## config.mk

```make
export PLATFORM = sky130hd
export DESIGN_NAME = bcd_score_accumulator
export DESIGN_NICKNAME = d
export VERILOG_FILES = /design/src/rtl/bcd_score_accumulator.sv
export SDC_FILE = /design/constraint.sdc
export NUM_CORES = 1
export LEC_CHECK = 0
export ABC_AREA = 1
export CAP_MARGIN = 25
export CELL_PAD_IN_SITES_DETAIL_PLACEMENT = 1
export CELL_PAD_IN_SITES_GLOBAL_PLACEMENT = 1
export CORE_MARGIN = 4
export CORE_UTILIZATION = 40
export DETAILED_ROUTE_END_ITERATION = 8
export PLACE_DENSITY = 0.82
export RECOVER_POWER = 100
export SLEW_MARGIN = 10
export SYNTH_ARGS = -nofsm -noshare
export SYNTH_HDL_FRONTEND = slang
export SYNTH_SLANG_ARGS = --single-unit
```

## constraint.sdc

```tcl
create_clock -name clk_in -period 4.67 [get_ports clk_in]
set_clock_uncertainty 0.15 [all_clocks]
set_input_delay 0.467 -clock clk_in [delete_from_list [all_inputs] [get_ports clk_in]]
set_output_delay 0.467 -clock clk_in [all_outputs]
set_load 0.02 [all_outputs]
```

## src/rtl/bcd_score_accumulator.sv

```systemverilog
// Multi-digit BCD score register: ripple-carry add of a BCD addend one digit per
// cycle, saturation at all nines, then a leading-zero-blanked display copy.
module bcd_score_accumulator #(
  parameter int DIGITS        = 8,
  parameter int ADD_DIGITS    = 4,
  parameter bit BLANK_LEADING = 1'b1
) (
  input  logic                    clk_in,
  input  logic                    rst_in,
  input  logic                    clear_in,
  input  logic                    start_in,
  input  logic [4*ADD_DIGITS-1:0] addend_in,
  output logic [4*DIGITS-1:0]     score_out,
  output logic [4*DIGITS-1:0]     display_out,
  output logic                    busy_out,
  output logic                    done_out,
  output logic                    overflow_out
);

  localparam int W  = 4 * DIGITS;
  localparam int IW = (DIGITS > 1) ? $clog2(DIGITS) : 1;
  localparam logic [IW-1:0] LAST_IDX  = IW'(DIGITS - 1);
  localparam logic [IW-1:0] FIRST_IDX = IW'(1);
  localparam logic [W-1:0]  ALL_NINES = {DIGITS{4'h9}};
  localparam logic [W-1:0]  DISP_RESET =
    BLANK_LEADING ? {{(DIGITS-1){4'hA}}, 4'h0} : {W{1'b0}};

  typedef enum logic [1:0] {IDLE, ADD, BLANK, DONE} state_t;

  state_t            state, state_next;
  logic [W-1:0]      score, addend, addend_clean;
  logic [W-1:0]      display, display_next;
  logic [IW-1:0]     idx;
  logic              carry, leading, overflow;
  logic [DIGITS-1:0] mask, mask_next;
  logic [3:0]        score_digit, addend_digit;
  logic [4:0]        add_res;
  logic              blank_here;

  // Non-BCD codes (A-F) count as zero so a blanked digit fed back reads as 0.
  function automatic logic [3:0] bcd_sanitize(input logic [3:0] d);
    return (d > 4'd9) ? 4'd0 : d;
  endfunction

  // Returns {carry_out, digit}; digit is always a legal BCD value.
  function automatic logic [4:0] bcd_digit_add(input logic [3:0] a,
                                               input logic [3:0] b,
                                               input logic       cin);
    logic [4:0] s;
    s = 5'(a) + 5'(b) + 5'(cin);
    if (s > 5'd9) return {1'b1, 4'(s - 5'd10)};
    return {1'b0, s[3:0]};
  endfunction

  function automatic logic [W-1:0] blank_digits(input logic [W-1:0]      s,
                                                input logic [DIGITS-1:0] m);
    logic [W-1:0] r;
    for (int d = 0; d < DIGITS; d++) r[4*d +: 4] = m[d] ? 4'hA : s[4*d +: 4];
    return r;
  endfunction

  always_comb begin
    addend_clean = '0;
    for (int d = 0; d < ADD_DIGITS; d++)
      addend_clean[4*d +: 4] = bcd_sanitize(addend_in[4*d +: 4]);
  end

  // One shared digit index serves both the upward add and the downward scan.
  always_comb begin
    score_digit  = score[{idx, 2'b00} +: 4];
    addend_digit = addend[{idx, 2'b00} +: 4];
    add_res      = bcd_digit_add(score_digit, addend_digit, carry);
    blank_here   = BLANK_LEADING && leading && (score_digit == 4'd0);
    mask_next    = mask;
    if (state == BLANK) mask_next[idx] = blank_here;
    display_next = blank_digits(score, mask_next);
  end

  always_ff @(posedge clk_in or posedge rst_in) begin
    if (rst_in) state <= IDLE;
    else        state <= state_next;
  end

  always_comb begin
    state_next = state;
    busy_out   = (state != IDLE);
    done_out   = (state == DONE);
    case (state)
      IDLE:    if (start_in) state_next = ADD;
      ADD:     if (idx == LAST_IDX) state_next = BLANK;
      BLANK:   if (idx == FIRST_IDX) state_next = DONE;
      DONE:    state_next = IDLE;
      default: state_next = IDLE;
    endcase
    if (clear_in) state_next = IDLE;
  end

  always_ff @(posedge clk_in or posedge rst_in) begin
    if (rst_in) begin
      score    <= '0;
      addend   <= '0;
      idx      <= '0;
      carry    <= 1'b0;
      leading  <= 1'b1;
      mask     <= '0;
      display  <= DISP_RESET;
      overflow <= 1'b0;
    end else if (clear_in) begin
      score    <= '0;
      addend   <= '0;
      idx      <= '0;
      carry    <= 1'b0;
      leading  <= 1'b1;
      mask     <= '0;
      display  <= DISP_RESET;
      overflow <= 1'b0;
    end else begin
      case (state)
        IDLE: begin
          if (start_in) begin
            addend  <= addend_clean;
            idx     <= '0;
            carry   <= 1'b0;
            leading <= 1'b1;
            mask    <= '0;
          end
        end
        ADD: begin
          score[{idx, 2'b00} +: 4] <= add_res[3:0];
          carry                    <= add_res[4];
          if (idx == LAST_IDX) begin
            // Final digit carry-out: clamp the whole score, later NBA wins.
            if (add_res[4]) begin
              score    <= ALL_NINES;
              overflow <= 1'b1;
            end
          end else begin
            idx <= idx + 1'b1;
          end
        end
        BLANK: begin
          mask    <= mask_next;
          leading <= blank_here;
          idx     <= idx - 1'b1;
          if (idx == FIRST_IDX) display <= display_next;
        end
        default: ;
      endcase
    end
  end

  assign score_out    = score;
  assign display_out  = display;
  assign overflow_out = overflow;

endmodule

```

Word level (Yosys, flattened, before mapping)
Cells that the tools add are included.
{ "classes": {"n_addsub": 6, "magnitude_cmp": 7, "n_eq_ne": 9, "shift": 4, "n_mux": 52, "n_reduce_logical": 22} }
{ "ops": {"columns": ["cell", "n"], "rows": [
  ["two-way mux 32 bit", 10],
  ["variable part select 32 x 6 -> 4 bit", 2],
  ["two-way mux 4 bit", 12],
  ["bitwise mux 32 bit", 1],
  ["variable shift 4 x 7 -> 32 bit, first input constant", 1],
  ["variable part select 4 x 7 -> 32 bit", 1],
  ["two-way mux 8 bit", 3],
  ["greater-than comparator 4 bit, second input constant", 4],
  ["case mux 8 bit (2 select lines)", 1],
  ["nonzero test 2 bit", 8],
  ["two-way mux 1 bit", 10],
  ["two-way mux 5 bit", 2],
  ["two-way mux 3 bit", 3],
  ["inequality test 3 bit, second input constant", 3],
  ["case mux 3 bit (3 select lines)", 1],
  ["AND reduction 3 bit", 3],
  ["bitwise mux 8 bit", 1],
  ["two-way mux 2 bit", 4],
  ["case mux 2 bit (4 select lines)", 1],
  ["AND reduction 2 bit", 4],
  ["negation 5 -> 7 bit", 1],
  ["nonzero test 3 bit", 2],
  ["adder 4 x 4 -> 5 bit", 1],
  ["adder 5 x 1 -> 5 bit", 1],
  ["17 further kinds", 20]
]} }
{ "word_totals": {"reg_bits": 112, "input_bits": 20, "out_inout_bits": 67, "elab_cells": 109} }

Depth between registers and ports, before layout
{ "logic_depth": {"depth_word": 12, "mapped_depth": 23, "ltp_nobuf": 22} }

Least setup slack after synthesis
No wires, ideal clock.
{ "synth_path": {"path_type": "register -> register", "start": "register idx[0]", "end": "register score[26] (netlist: score_out[26])", "setup_time_ps": 83, "t_arrival_ps": 3206, "t_required_ps": 4437, "path_slack_ps": 1231, "path_stages_with_launch": 21, "path_buffers": 5, "synth_period_minus_slack_ps": 3439, "cell_sequence": "dfrtp_1 > buf_6 > buf_8 > buf_6 > clkbuf_1 > o21ai_0 > o21ai_0 > inv_1 > fa_1 > inv_1 > fa_1 > inv_1 > nand3_1 > nand3_1 > nand2_1 > nand2_2 > nand2_2 > buf_6 > a21oi_1 > nand2_1 > o21ai_0"} }
{ "synth_between": {"elab_chain_len": 12, "elab_cells_between_ends": 18, "classes_between": "add/sub: 4; order compare: 1; eq/ne: 1; shift: 4; mux: 8"} }
{ "synth_rtl": {"columns": ["item", "line_no", "rtl"], "rows": [
  ["start: declaration", "33", "logic [IW-1:0] idx;"],
  ["start signal: assignment", "138", "idx <= idx + 1'b1;"],
  ["start signal: assignment", "144", "idx <= idx - 1'b1;"],
  ["variable part select 32 x 6 -> 4 bit (on tied branches)", "70, 71", null],
  ["adder 4 x 4 -> 5 bit", "50", "s = 5'(a) + 5'(b) + 5'(cin);"],
  ["adder 5 x 1 -> 5 bit", "50", null],
  ["subtractor 4 bit or greater-than comparator 5 x 4 -> 1 bit (tied branches)", "51", "if (s > 5'd9) return {1'b1, 4'(s - 5'd10)};"],
  ["two-way mux 5 bit or two-way mux 1 bit (tied branches)", "51", null],
  ["two-way mux 5 bit", "52", "return {1'b0, s[3:0]};"],
  ["variable part select 4 x 7 -> 32 bit", "129", "score[{idx, 2'b00} +: 4] <= add_res[3:0];"],
  ["bitwise mux 32 bit", "129", null],
  ["two-way mux 32 bit", "133", "if (add_res[4]) begin"],
  ["two-way mux 32 bit (*)", "131", "if (idx == LAST_IDX) begin"],
  ["two-way mux 32 bit (*)", "118", "case (state)"],
  ["two-way mux 32 bit (*)", "108", "end else if (clear_in) begin"],
  ["end signal: indexed assignment", "129", null],
  ["end: declaration", "31", "logic [W-1:0] score, addend, addend_clean;"]
]} }
Mark *: on every way between the ends. The rest lies on a longest branch, timed or not. The select of a mux whose other input is x is not followed.
A chain may end at the register's enable or synchronous reset.

Worst setup path in the final report
{ "layout_path": {"start": "register idx[2]", "end": "register score[1] (netlist: score_out[1])"} }
Same word-level chain as after synthesis.

==> impl_metrics.env <==
export IMPL_tightest_slew_ns=1.91
export IMPL_synth_distinct_cells=37
export IMPL_global_route_overflow_total=0
export IMPL_starting_utilization_of_the_core_area=0.415
export IMPL_ys_top_cells_by_count="187 x nand2_1, 82 x nor2_1, 81 x dfrtp_1"
export IMPL_maxSlewViolCount=77
export IMPL_slew_headroom=-0.283
export IMPL_gp_congestion=0.923
export IMPL_route_detailed_vias_per_inst=5.46
export IMPL_tritoncts_num_buffers=9
export IMPL_run_status="finished, violations left"
export IMPL_cp_data_arrival_time_ns=4.16
export IMPL_synth_simple_gate_area_share=0.265
export IMPL_worst_setup_hold_path_clk_slew_ns=0.06
export IMPL_nets=853
export IMPL_final_antenna_net_count=0
export IMPL_drt_pass1_iterations=5
export IMPL_dominantRegCellSynth="dfrtp_1"
export IMPL_fillerInstances=1691
export IMPL_netlist_top_cells_area="dfrtp_1 36%, nand2_1 13%, dfstp_2 7.1%, nor2_1 5.5%, o21ai_0 5.1%"
export IMPL_boundaryPins=87
export IMPL_area_used_by_multi_input_combinational_logic_mm2=0.00269
export IMPL_synth_yosys_seq_area_share=0.434
export IMPL_synth_area_per_cell_um2=7.65
export IMPL_cellLeakagePower_nw=3.18
export IMPL_floorplan_die_width_um=126
export IMPL_combinational_family_with_the_most_area_after_synthesis="simple AND/OR/NAND/NOR gates"
export IMPL_critical_path_max_fanout=16
export IMPL_asyncSetResetFlopFracSynth=1.00
export IMPL_parity_gate_share_of_the_synthesized_area_counting_xor_and_xnor_cells=0
export IMPL_core_area_mm2=0.0135
export IMPL_num_antenna_cells=0
export IMPL_holdBufCountCts=0
export IMPL_die_h_um=126
export IMPL_post_synth_fa_ha_maj_area_fraction=0.0430
export IMPL_synth_nets=768
export IMPL_fin_setup_tns_ns=0
export IMPL_register_area_mm2=0.00242
export IMPL_route_detailed_wl_per_inst_um=19.6
export IMPL_grt_antenna_before_repair=0
export IMPL_clock_sink_count=96
export IMPL_holdCritStartpoint="display_out[3]"
export IMPL_clock_tree_htree_level_count=3
export IMPL_setup_worst_path_start_class="flop"
export IMPL_final_min_period_over_clock_period=0.865
export IMPL_timing_setup_critical_path_class="flop to flop"
export IMPL_worstRegToRegCells=19
export IMPL_cts_tree="done"
export IMPL_hold_viol_final=0
export IMPL_synth_mux_area_frac=0.00179
export IMPL_grt_setup_unrepaired="false"
export IMPL_yosys_area_top_type="dfrtp_1"
export IMPL_synthMostInstantiatedCell="nand2_1"
export IMPL_final_critical_delay_including_setup_and_external_delays_ns=4.04
export IMPL_holdPathStages=2
export IMPL_final_core_utilization=0.510
export IMPL_half_perimeter_wire_length_of_the_detailed_placement_result_um=15400
export IMPL_placedCellCount=980
export IMPL_detail_route_drc_violations=0
export IMPL_violated_checks="capacitance limit, slew limit"
export IMPL_grt_total_usage=0.249
export IMPL_final_design_area_no_fill_mm2=0.00686
export IMPL_route_vias_total=5441
export IMPL_synth_enable_flop_cells=0
export IMPL_worstSkewPairLatency_ns=0.35
export IMPL_internal_reg_to_reg_setup_slack_ns=0.63
export IMPL_maxcap_viol_count=2
export IMPL_post_dp_cell_area_mm2=0.00660
export IMPL_highest_ir_drop_seen_on_vdd_mv=0.422
export IMPL_r2r_end="score_out[1]"
export IMPL_r2r_start="idx[2]"
export IMPL_syn_cell_area_mm2=0.00558
export IMPL_yosysWarnings=0
export IMPL_post_cts_setup_buffers=0
export IMPL_clock_fmax_mhz=247
export IMPL_finalNonFillerCells=996
export IMPL_postSynthCellCount=730
export IMPL_area_growth_syn_to_layout_pct=22.8
export IMPL_cts_root_buffer="clkbuf_16"
export IMPL_clock_path_buffers=2
export IMPL_rows=42
export IMPL_cp_end_kind="flop"
export IMPL_grt_max_degree=45
export IMPL_powerDensity_mw_per_mm2=487
export IMPL_dieArea_mm2=0.0159
export IMPL_holdCritPathClass="flop to flop"
export IMPL_placement_io_buffers=86
export IMPL_cts_resized_gates=0
export IMPL_yosysTopAreaCellShare=0.363
export IMPL_grt_pass1_wl_um=31200
export IMPL_synth_compound_gate_area_share=0.177
export IMPL_grt_pass1_vias=5625
export IMPL_detail_route_wirelength_um=19600
export IMPL_ys_seq_elements=96
export IMPL_sink_of_the_worst_hold_path="display_out[3]"
export IMPL_crit_required_ns=4.79
export IMPL_setup_viol=0
export IMPL_whs_ns=0.324
export IMPL_initialDrtViolationCount=399
export IMPL_layout_drive_gt1_share=0.0890
[how the worst max path moves through the flow]
stage | from | to | slack (ns) | cells after the start
final | idx[2] | score_out[1] | 0.63 | 19
after global placement | idx[1] | score_out[1] | 0.89 | 18
after global routing | idx[2] | score_out[2] | 0.18 | 19
after CTS | idx[1] | score_out[1] | 0.71 | 18
after detailed placement | idx[1] | score_out[1] | 0.74 | 18
after floorplan | idx[0] | score_out[26] | 1.23 | 20
[per-layer routing]
| layer | up-vias | global-route usage | part of all wire |
|---|---|---|---|
| met5 | - | 0 | 0 |
| met4 | 0 | 0.0568 | 0.014 |
| met3 | 26 | 0.0533 | 0.044 |
| met2 | 134 | 0.405 | 0.47 |
| met1 | 2717 | 0.342 | 0.47 |
| li1 | 2564 | - | - |
[cell type report]
| cell class | count | share of cell area |
|---|---|---|
| Clock inverter | 1 | 0.00128 |
| Tap cell | 176 | 0.0321 |
| Timing Repair Buffer | 93 | 0.130 |
| Inverter | 86 | 0.0473 |
| Clock buffer | 15 | 0.0436 |
| Sequential cell | 96 | 0.353 |
| Multi-Input combinational cell | 529 | 0.392 |
[worst max-delay path, stage by stage, from the launching register on]
cell and delay [ns]:
dfrtp_1 0.49, inv_1 0.15, nor2_2 0.33, o211ai_1 0.15
nand2_1 0.09, clkinv_1 0.06, nand2_1 0.12, inv_1 0.08
fa_1 0.40, inv_1 0.12, fa_1 0.44, inv_1 0.12
nand3_1 0.11, nand3_1 0.16, nand2_1 0.14, nand2_2 0.18
nand2_2 0.25, a21oi_1 0.22, o21ai_0 0.11, o21ai_0 0.09
[sequential cells by signal, summed over array words and instances (netlist names)]
| register | flops |
|---|---|
| leading | 1 |
| addend | 16 |
| idx | 3 |
| mask | 8 |
| carry | 1 |
| overflow_out | 1 |
| state | 2 |
| display_out | 32 |
| score_out | 32 |
[where the power goes]
group | internal [mW] | switching (mW) | total (mW) | leakage, nW
clock | 0.439 | 0.320 | 0.760 | 0.151
sequential | 0.912 | 0.0706 | 0.983 | 1.27
combinational | 0.407 | 1.19 | 1.59 | 1.75
total | 1.76 | 1.58 | 3.34 | 3.18
[through the flow]
stage                     total power, mW  worst slack (ns)
after floorplan                      2.14              1.23
after detailed placement             2.62             0.741
after global placement               2.56             0.891
after global routing                 3.56             0.178
after CTS                            3.38             0.714
final                                3.34             0.629
[logic make-up after synthesis]
logic type                 after synthesis
and+or+nand+nor                        347
adders and majority gates               18
DFF                                     96
muxes                                    1
AOI/OAI and AO/OA                      163
buffers and inverters                  105
[cell usage in the layout (no fill, tap or decap), types with 10 or more instances in the layout]
| master | synthesis | routed |
|---|---|---|
| a21oi_1 | 38 | 39 |
| a21oi_2 | 13 | 12 |
| clkbuf_16 | 0 | 10 |
| clkdlybuf4s50_1 | 0 | 17 |
| dfrtp_1 | 81 | 81 |
| dfstp_2 | 15 | 15 |
| dlygate4sd3_1 | 0 | 69 |
| ha_1 | 16 | 16 |
| inv_1 | 76 | 76 |
| nand2_1 | 187 | 189 |
| nand3_1 | 41 | 41 |
| nand4_1 | 13 | 13 |
| nor2_1 | 82 | 84 |
| o211ai_1 | 19 | 19 |
| o21ai_0 | 57 | 74 |
(Power assumes the default switching activity.)
==> variant 1: new RTL, same settings <==
`ADD_DIGITS`: 4 -> 5.
--- a/src/rtl/bcd_score_accumulator.sv
+++ b/src/rtl/bcd_score_accumulator.sv
@@ -3,5 +3,5 @@
 module bcd_score_accumulator #(
   parameter int DIGITS        = 8,
-  parameter int ADD_DIGITS    = 4,
+  parameter int ADD_DIGITS    = 5,
   parameter bit BLANK_LEADING = 1'b1
 ) (
Interface: changed (resized addend_in); port bits go from 87 to 91. No check against the original RTL was run, so the function may have changed too.
==> variant 1 against the original RTL <==
The flow still finishes with violations (max-capacitance violations, max-slew violations). Critical path depth decreased by 3. Power grew 3.6%. Wire length grew 5.3%. Sequential cell count increased by 4. First-iteration DRC count increased by 5.3%. Area after synthesis up 1.6%. Cell count increased by 2.5%. Design area up 2.1%. Worst setup slack got worse by 0.19 ns.
==> variant 1: results (changes against the original RTL) <==
- The flow ran to the end, but the final reports show violations.
* Violated checks: max-capacitance violations, max-slew violations
- Distinct cells, synth: 34 (-8.1%)
* Share of final-layout standard cells stronger than drive strength 1: 6.90% (-2.0 points)
* Area contributors post-synth: dfrtp_1 (38%), nand2_1 (12%), dfstp_2 (7.0%)
- The detailed placement HPWL was 15800 µm (+2.6%).
- Maximum VDD drop: 0.288 mV (-32%)
* Violation count after the first detailed-routing iteration: 420 (+5.3%)
* Post-synthesis sequential area ratio: 44.5% (+1.1 points)
* First-pass GRT wire length: 33000 µm (+5.8%)
- The fraction of post-synthesis cell area in the top cell type by area was 37.5% (+1.2 points).
- The arrival time at the worst endpoint was 4.27 ns (+0.11 ns).
* Max Buffers Root-to-Sink: 2 (unchanged)
- Setup slack of the most critical reg-to-reg path: 0.44 ns (-0.19 ns)
- The number of nets in the finished design came to 878 (+2.9%).
- Worst Setup EP: score_out[16]
- The overall track demand over capacity in global routing is 26.1% (+1.2 points).
* Clock group share of total power: 22.1% (-0.7 points)
* Flip-flop and latch area: 0.00252 mm² (+4.1%)
- The worst slew slack as a fraction of its limit is -86.5% (-58 points).
- The wire length per cell is 20.2 µm (+2.7%).
- Max incr delay on CP: 0.58 ns (+0.09 ns)
- Post-Synth XOR/XNOR Area: 0% (unchanged)
- On the critical path, the stage with the largest delay is an instance of fa_1.
* TritonRoute pass-1 iters: 4 (-1)
* Routed vias/inst: 5.54 (+1.4%)
- Max-slew violation count: 73 (-5.2%)
- Startpoint of the worst hold path: display_out[26]
- Number of buffers added for setup after CTS: 0 (unchanged)
- The total nets after synthesis was 788 (+2.6%).
- The via count of the first global-routing pass is 5982 (+6.3%).
- Ranked by instance count, the synthesized netlist is headed by nand2_1 (183), inv_1 (93), dfrtp_1 (85), nor2_1 (68).
* Kind of capture point of the worst setup path: flop
* Min Clock Period, post-route: 4.23 ns (+0.192 ns)
- The compound-gate portion of the synthesized area was 14.7% (-2.9 points).
- The maximum number of pins on one net before global-route repair is 73 (+62%).
- Post-DP Area: 0.00676 mm² (+2.5%)
- Port Buf Inserts: 90 (+4.7%)
* Number of cells traversed by the worst register-to-register path: 16 (-3)
- Comb power: 0.00168 W (+6%)
- Minimum setup slack after placement: 0.560 ns (-0.181 ns)
- The total power consumption of the routed design was 0.00346 W (+3.6%).
- Share of synthesized cell area in full adder, half adder and majority cells: 4.24% (-0.066 points)
- Destination of the worst hold path: display_out[26]
* Internal power component: 0.00180 W (+2.2%)
- Mux cell area share after synthesis: 0% (-0.18 points)
- Biggest fanout along the worst timing path: 9 (-7)
- The final weighted congestion of routability-driven global placement is 0.911 (-1.4%).
- Leakage power figure: 3.33 nW (+5.0%)
* Number of fill cells: 1727 (+2.1%)
- Number of gates given a new drive strength after cts: 0 (unchanged)
* Count of max-cap constraint violations: 1 (-1)
==> variant 1: cell count changes in the layout (fill, tap and decap cells not counted), sizes merged, moves of 5 or more <==
cell | unedited run | this run
o22ai | 2 | 10
a21oi | 51 | 56
nand2 | 196 | 201
o21ai | 80 | 56
nor2 | 89 | 75
nor3 | 5 | 10
nand3 | 41 | 56
inv | 82 | 99
==> variant 1: layer usage <==
metal / wire [µm] / track usage (%) / up-vias
li1: - / - / 2623
met1: 9350 / 35.7 / 2839
met2: 9770 / 42.7 / 165
met3: 1040 / 3.97 / 31
met4: 442 / 8.39 / 0
met5: 0 / 0 / -
==> variant 1: per-stage QoR <==
stage | hold slack, ns | cells
2_1_floorplan | 0.319 | 746
3_3_place_gp | 0.312 | 1005
3_5_place_dp | 0.323 | 1005
4_1_cts | 0.340 | 1021
5_1_grt | 0.361 | 1021
6_report | 0.333 | 1021
==> variant 1: final cells by class <==
cell class	instances	share of cell area, %
multi-input combinational	525	37.5
clock inverter	5	0.858
timing repair buffer	100	13.7
inverter	100	5.40
tap	180	3.22
sequential	100	36.0
clock buffer	11	3.32
==> variant 1: worst register-to-register path, cell delays in order (launching register included) <==
cell      delay (ns)
dfrtp_1         0.51
inv_1           0.17
nor2_4          0.25
inv_1           0.15
nor2_1          0.34
nand2_1         0.09
nand3_1         0.15
fa_1            0.23
inv_1           0.07
fa_1            0.58
nand3_1         0.12
nand3_1         0.16
nand2_1         0.13
nand2_1         0.10
clkinv_1        0.23
nand2_1         0.38
o311ai_0        0.25
==> variant 1: logic make-up (layout without fill, tap and decap cells) <==
kind of cell	after synthesis	in the layout
compound gates	148	148
fa+ha+maj	18	18
buf+inv	121	216
flops	100	100
simple gates	359	359
==> variant 2: new RTL, same settings <==
Made on the original files. Add an input register stage for `clear_in`, `start_in` and `addend_in`, with the module's reset; this delays them by one clock.
--- a/src/rtl/bcd_score_accumulator.sv
+++ b/src/rtl/bcd_score_accumulator.sv
@@ -27,4 +27,20 @@
 
   typedef enum logic [1:0] {IDLE, ADD, BLANK, DONE} state_t;
+
+  logic clear_q;
+  logic start_q;
+  logic [4*ADD_DIGITS-1:0] addend_q;
+
+  always_ff @(posedge clk_in or posedge rst_in) begin
+    if (rst_in) begin
+      clear_q  <= '0;
+      start_q  <= '0;
+      addend_q <= '0;
+    end else begin
+      clear_q  <= clear_in;
+      start_q  <= start_in;
+      addend_q <= addend_in;
+    end
+  end
 
   state_t            state, state_next;
@@ -63,5 +79,5 @@
     addend_clean = '0;
     for (int d = 0; d < ADD_DIGITS; d++)
-      addend_clean[4*d +: 4] = bcd_sanitize(addend_in[4*d +: 4]);
+      addend_clean[4*d +: 4] = bcd_sanitize(addend_q[4*d +: 4]);
   end
 
@@ -87,5 +103,5 @@
     done_out   = (state == DONE);
     case (state)
-      IDLE:    if (start_in) state_next = ADD;
+      IDLE:    if (start_q) state_next = ADD;
       ADD:     if (idx == LAST_IDX) state_next = BLANK;
       BLANK:   if (idx == FIRST_IDX) state_next = DONE;
@@ -93,5 +109,5 @@
       default: state_next = IDLE;
     endcase
-    if (clear_in) state_next = IDLE;
+    if (clear_q) state_next = IDLE;
   end
 
@@ -106,5 +122,5 @@
       display  <= DISP_RESET;
       overflow <= 1'b0;
-    end else if (clear_in) begin
+    end else if (clear_q) begin
       score    <= '0;
       addend   <= '0;
@@ -118,5 +134,5 @@
       case (state)
         IDLE: begin
-          if (start_in) begin
+          if (start_q) begin
             addend  <= addend_clean;
             idx     <= '0;
Formal check against the unedited RTL: not equivalent (Yosys sat finds a counterexample within 4 cycles, from zero or initial values and one cycle with rst_in high).
==> variant 2 against the original RTL <==
The flow still finishes with violations (max-capacitance violations, max-slew violations). Worst setup slack got worse by 0.11 ns. Count of clock-buffer cells in the layout increased by 3. Wire length increased by 6.3%. Cell count increased by 5.0%. Design area increased by 12%. Maximum frequency decreased by 2.7%. Area after synthesis increased by 9.7%. Sequential cell count increased by 18. Power increased by 5.5%. Largest cell class is now flip-flops and latches.
==> variant 2: results (changes against the original RTL) <==
- The clock network latency to the later pin of the worst-skew pair is 0.42 ns (+0.07 ns).
- The ratio of routed vias to standard cells came to 5.43 (-0.60%).
- The arrival time at the worst endpoint came to 4.28 ns (+0.12 ns).
- Distinct cells, synth: 38 (+2.7%)
- H-tree depth: 4 (+1)
- Antenna fix cells: 0 (unchanged)
- Num CTS Buffers: 17 (+8)
* Final setup TNS: 0 ns (unchanged)
- Violated checks: max-capacitance violations, max-slew violations
- The via count of the first global-routing pass is 6201 (+10%).
- The kind of cell with the highest combined delay along the critical path is simple AND/OR/NAND/NOR gates.
* Min-Delay Path Class: flop to flop
* TritonRoute pass-1 iters: 5 (unchanged)
- The sequential-to-total area share from yosys stat came to 46.9% (+3.5 points).
* Syn_nets: 797 (+3.8%)
* WHS Path Cells: 2 (unchanged)
- Max Buffers Root-to-Sink: 2 (unchanged)
* Routed length on met1: 9000 µm (-2.0%)
- Placer's final routability congestion estimate: 0.928 (+0.52%)
- The worst setup timing slack at the placement stage is 0.784 ns (+0.0426 ns).
- Hold Fails Final Rpt: 0 (unchanged)
* Share of synthesized cell area in full adder, half adder and majority cells: 3.92% (-0.38 points)
- The longest individual stage delay on the worst path is 0.64 ns (+0.15 ns).
- Fraction of the mapped netlist area in compound gates: 14.8% (-2.9 points)
* Number of nets in the layout: 887 (+4.0%)
- Run status: finished with violations
- HPWL after DPL: 15600 µm (+1.8%)
- The logic depth of the worst register-to-register path came to 20 (+1).
* Post-DP Area: 0.00711 mm² (+7.8%)
- Area contributors post-synth: dfrtp_1 (40%), nand2_1 (12%), dfstp_2 (6.4%)
- First-pass GRT wire length: 34100 µm (+9.2%)
* Count of max-cap constraint violations: 2 (unchanged)
* Number of gates given a new drive strength after cts: 0 (unchanged)
- Yosys warning total: 0 (unchanged)
- Initial antenna violation count: 0 (unchanged)
- Pin count of the biggest net entering global routing: 48 (+6.7%)
- The sum of routed wire length over all layers is 20800 µm (+6.3%).
- Leakage power figure: 3.65 nW (+15%)
- Syn-to-layout area delta: 25.0%
- The largest driver fanout on the critical path was 28 (+12).
- Routed length on met2: 10200 µm (+11%)
- Uppermost routed layer: met4
* Sum of met3 wire segment lengths after detailed routing: 948 µm (+9.7%)
- The tree is rooted in a clkbuf_16.
* Post-Synth XOR/XNOR Area: 0% (unchanged)
- The number of max-slew violations in the final report was 71 (-7.8%).
- Overall track demand over capacity in global routing: 25.0% (+0.051 points)
* Port Buf Inserts: 86 (unchanged)
* Maximum VDD drop: 0.328 mV (-22%)
- Top cell type's share of synthesized area: 40.4% (+4.1 points)
- The fill cell total of the finished layout was 1795 (+6.2%).
- Violation count after the first detailed-routing iteration: 384 (-3.8%)
* Worst slew margin relative to its limit: -40.1% (-12 points)
* Critical Path Slowest Stage Cell: dfrtp_1
- List of most frequent post-synthesis cells: nand2_1 (202), dfrtp_1 (99), nor2_1 (82), inv_1 (80), o21ai_0 (75)
* Clock slew seen by the registers of the worst setup and hold paths: 0.06 ns (about the same)
* Share of final-layout standard cells stronger than drive strength 1: 11.6% (+2.7 points)
- The portion of netlist area occupied by mux cells is 0% (-0.18 points).
-- variant 2: cell count changes in the layout (fill, tap and decap cells not counted), sizes merged, moves of 5 or more --
cell	unedited run	this run
a21oi	51	46
clkdlybuf4s50	17	0
dfrtp	81	99
dlygate4sd3	69	86
inv	82	91
nand2	196	223
nand3	41	26
o211ai	21	7
o21ai	80	92
-- variant 2: per-stage QoR --
stage / std cells / hold slack, ns
detailed placement: 1014 / 0.318
CTS: 1046 / 0.283
finish: 1046 / 0.323
global route: 1046 / 0.345
floorplan: 759 / 0.319
global placement: 1014 / 0.314
-- variant 2: where the power goes --
| part | total, W | switching, W | internal (W) |
|---|---|---|---|
| logic | 0.000996 | 0.000749 | 0.000247 |
| clock network | 0.00141 | 0.000507 | 0.000900 |
| registers | 0.00112 | 0.0000634 | 0.00105 |
-- variant 2: cell families after synthesis --
family          Yosys count
simple gates            361
compound gates          154
flops                   114
buf+inv                 112
fa+ha+maj                18
-- variant 2: final cells by class --
type / instances / area share (%)
clock buffers: 18 / 5.60
multi-input cells: 533 / 34.9
well taps: 184 / 3.01
flip-flops and latches: 114 / 37.5
repair buffers: 93 / 11.8
inverters: 90 / 4.53
clock inverters: 14 / 2.63
-- variant 2: worst paths after layout --
kind                                  from               to  slack, ns
max in group asynchronous           rst_in          mask[2]       1.07
min                        display_out[14]  display_out[14]       0.32
min reg2reg                display_out[14]  display_out[14]       0.32
max reg2reg                         idx[0]    score_out[17]       0.52
min in group asynchronous           rst_in          mask[3]       0.73
max                                 idx[0]    score_out[17]       0.52
-- variant 2: per-layer routing --
layer	vias up	GRT usage, %
met1	2848	32.0
met2	158	41.9
met4	0	9.33
met5	-	0
met3	31	5.04
li1	2643	-
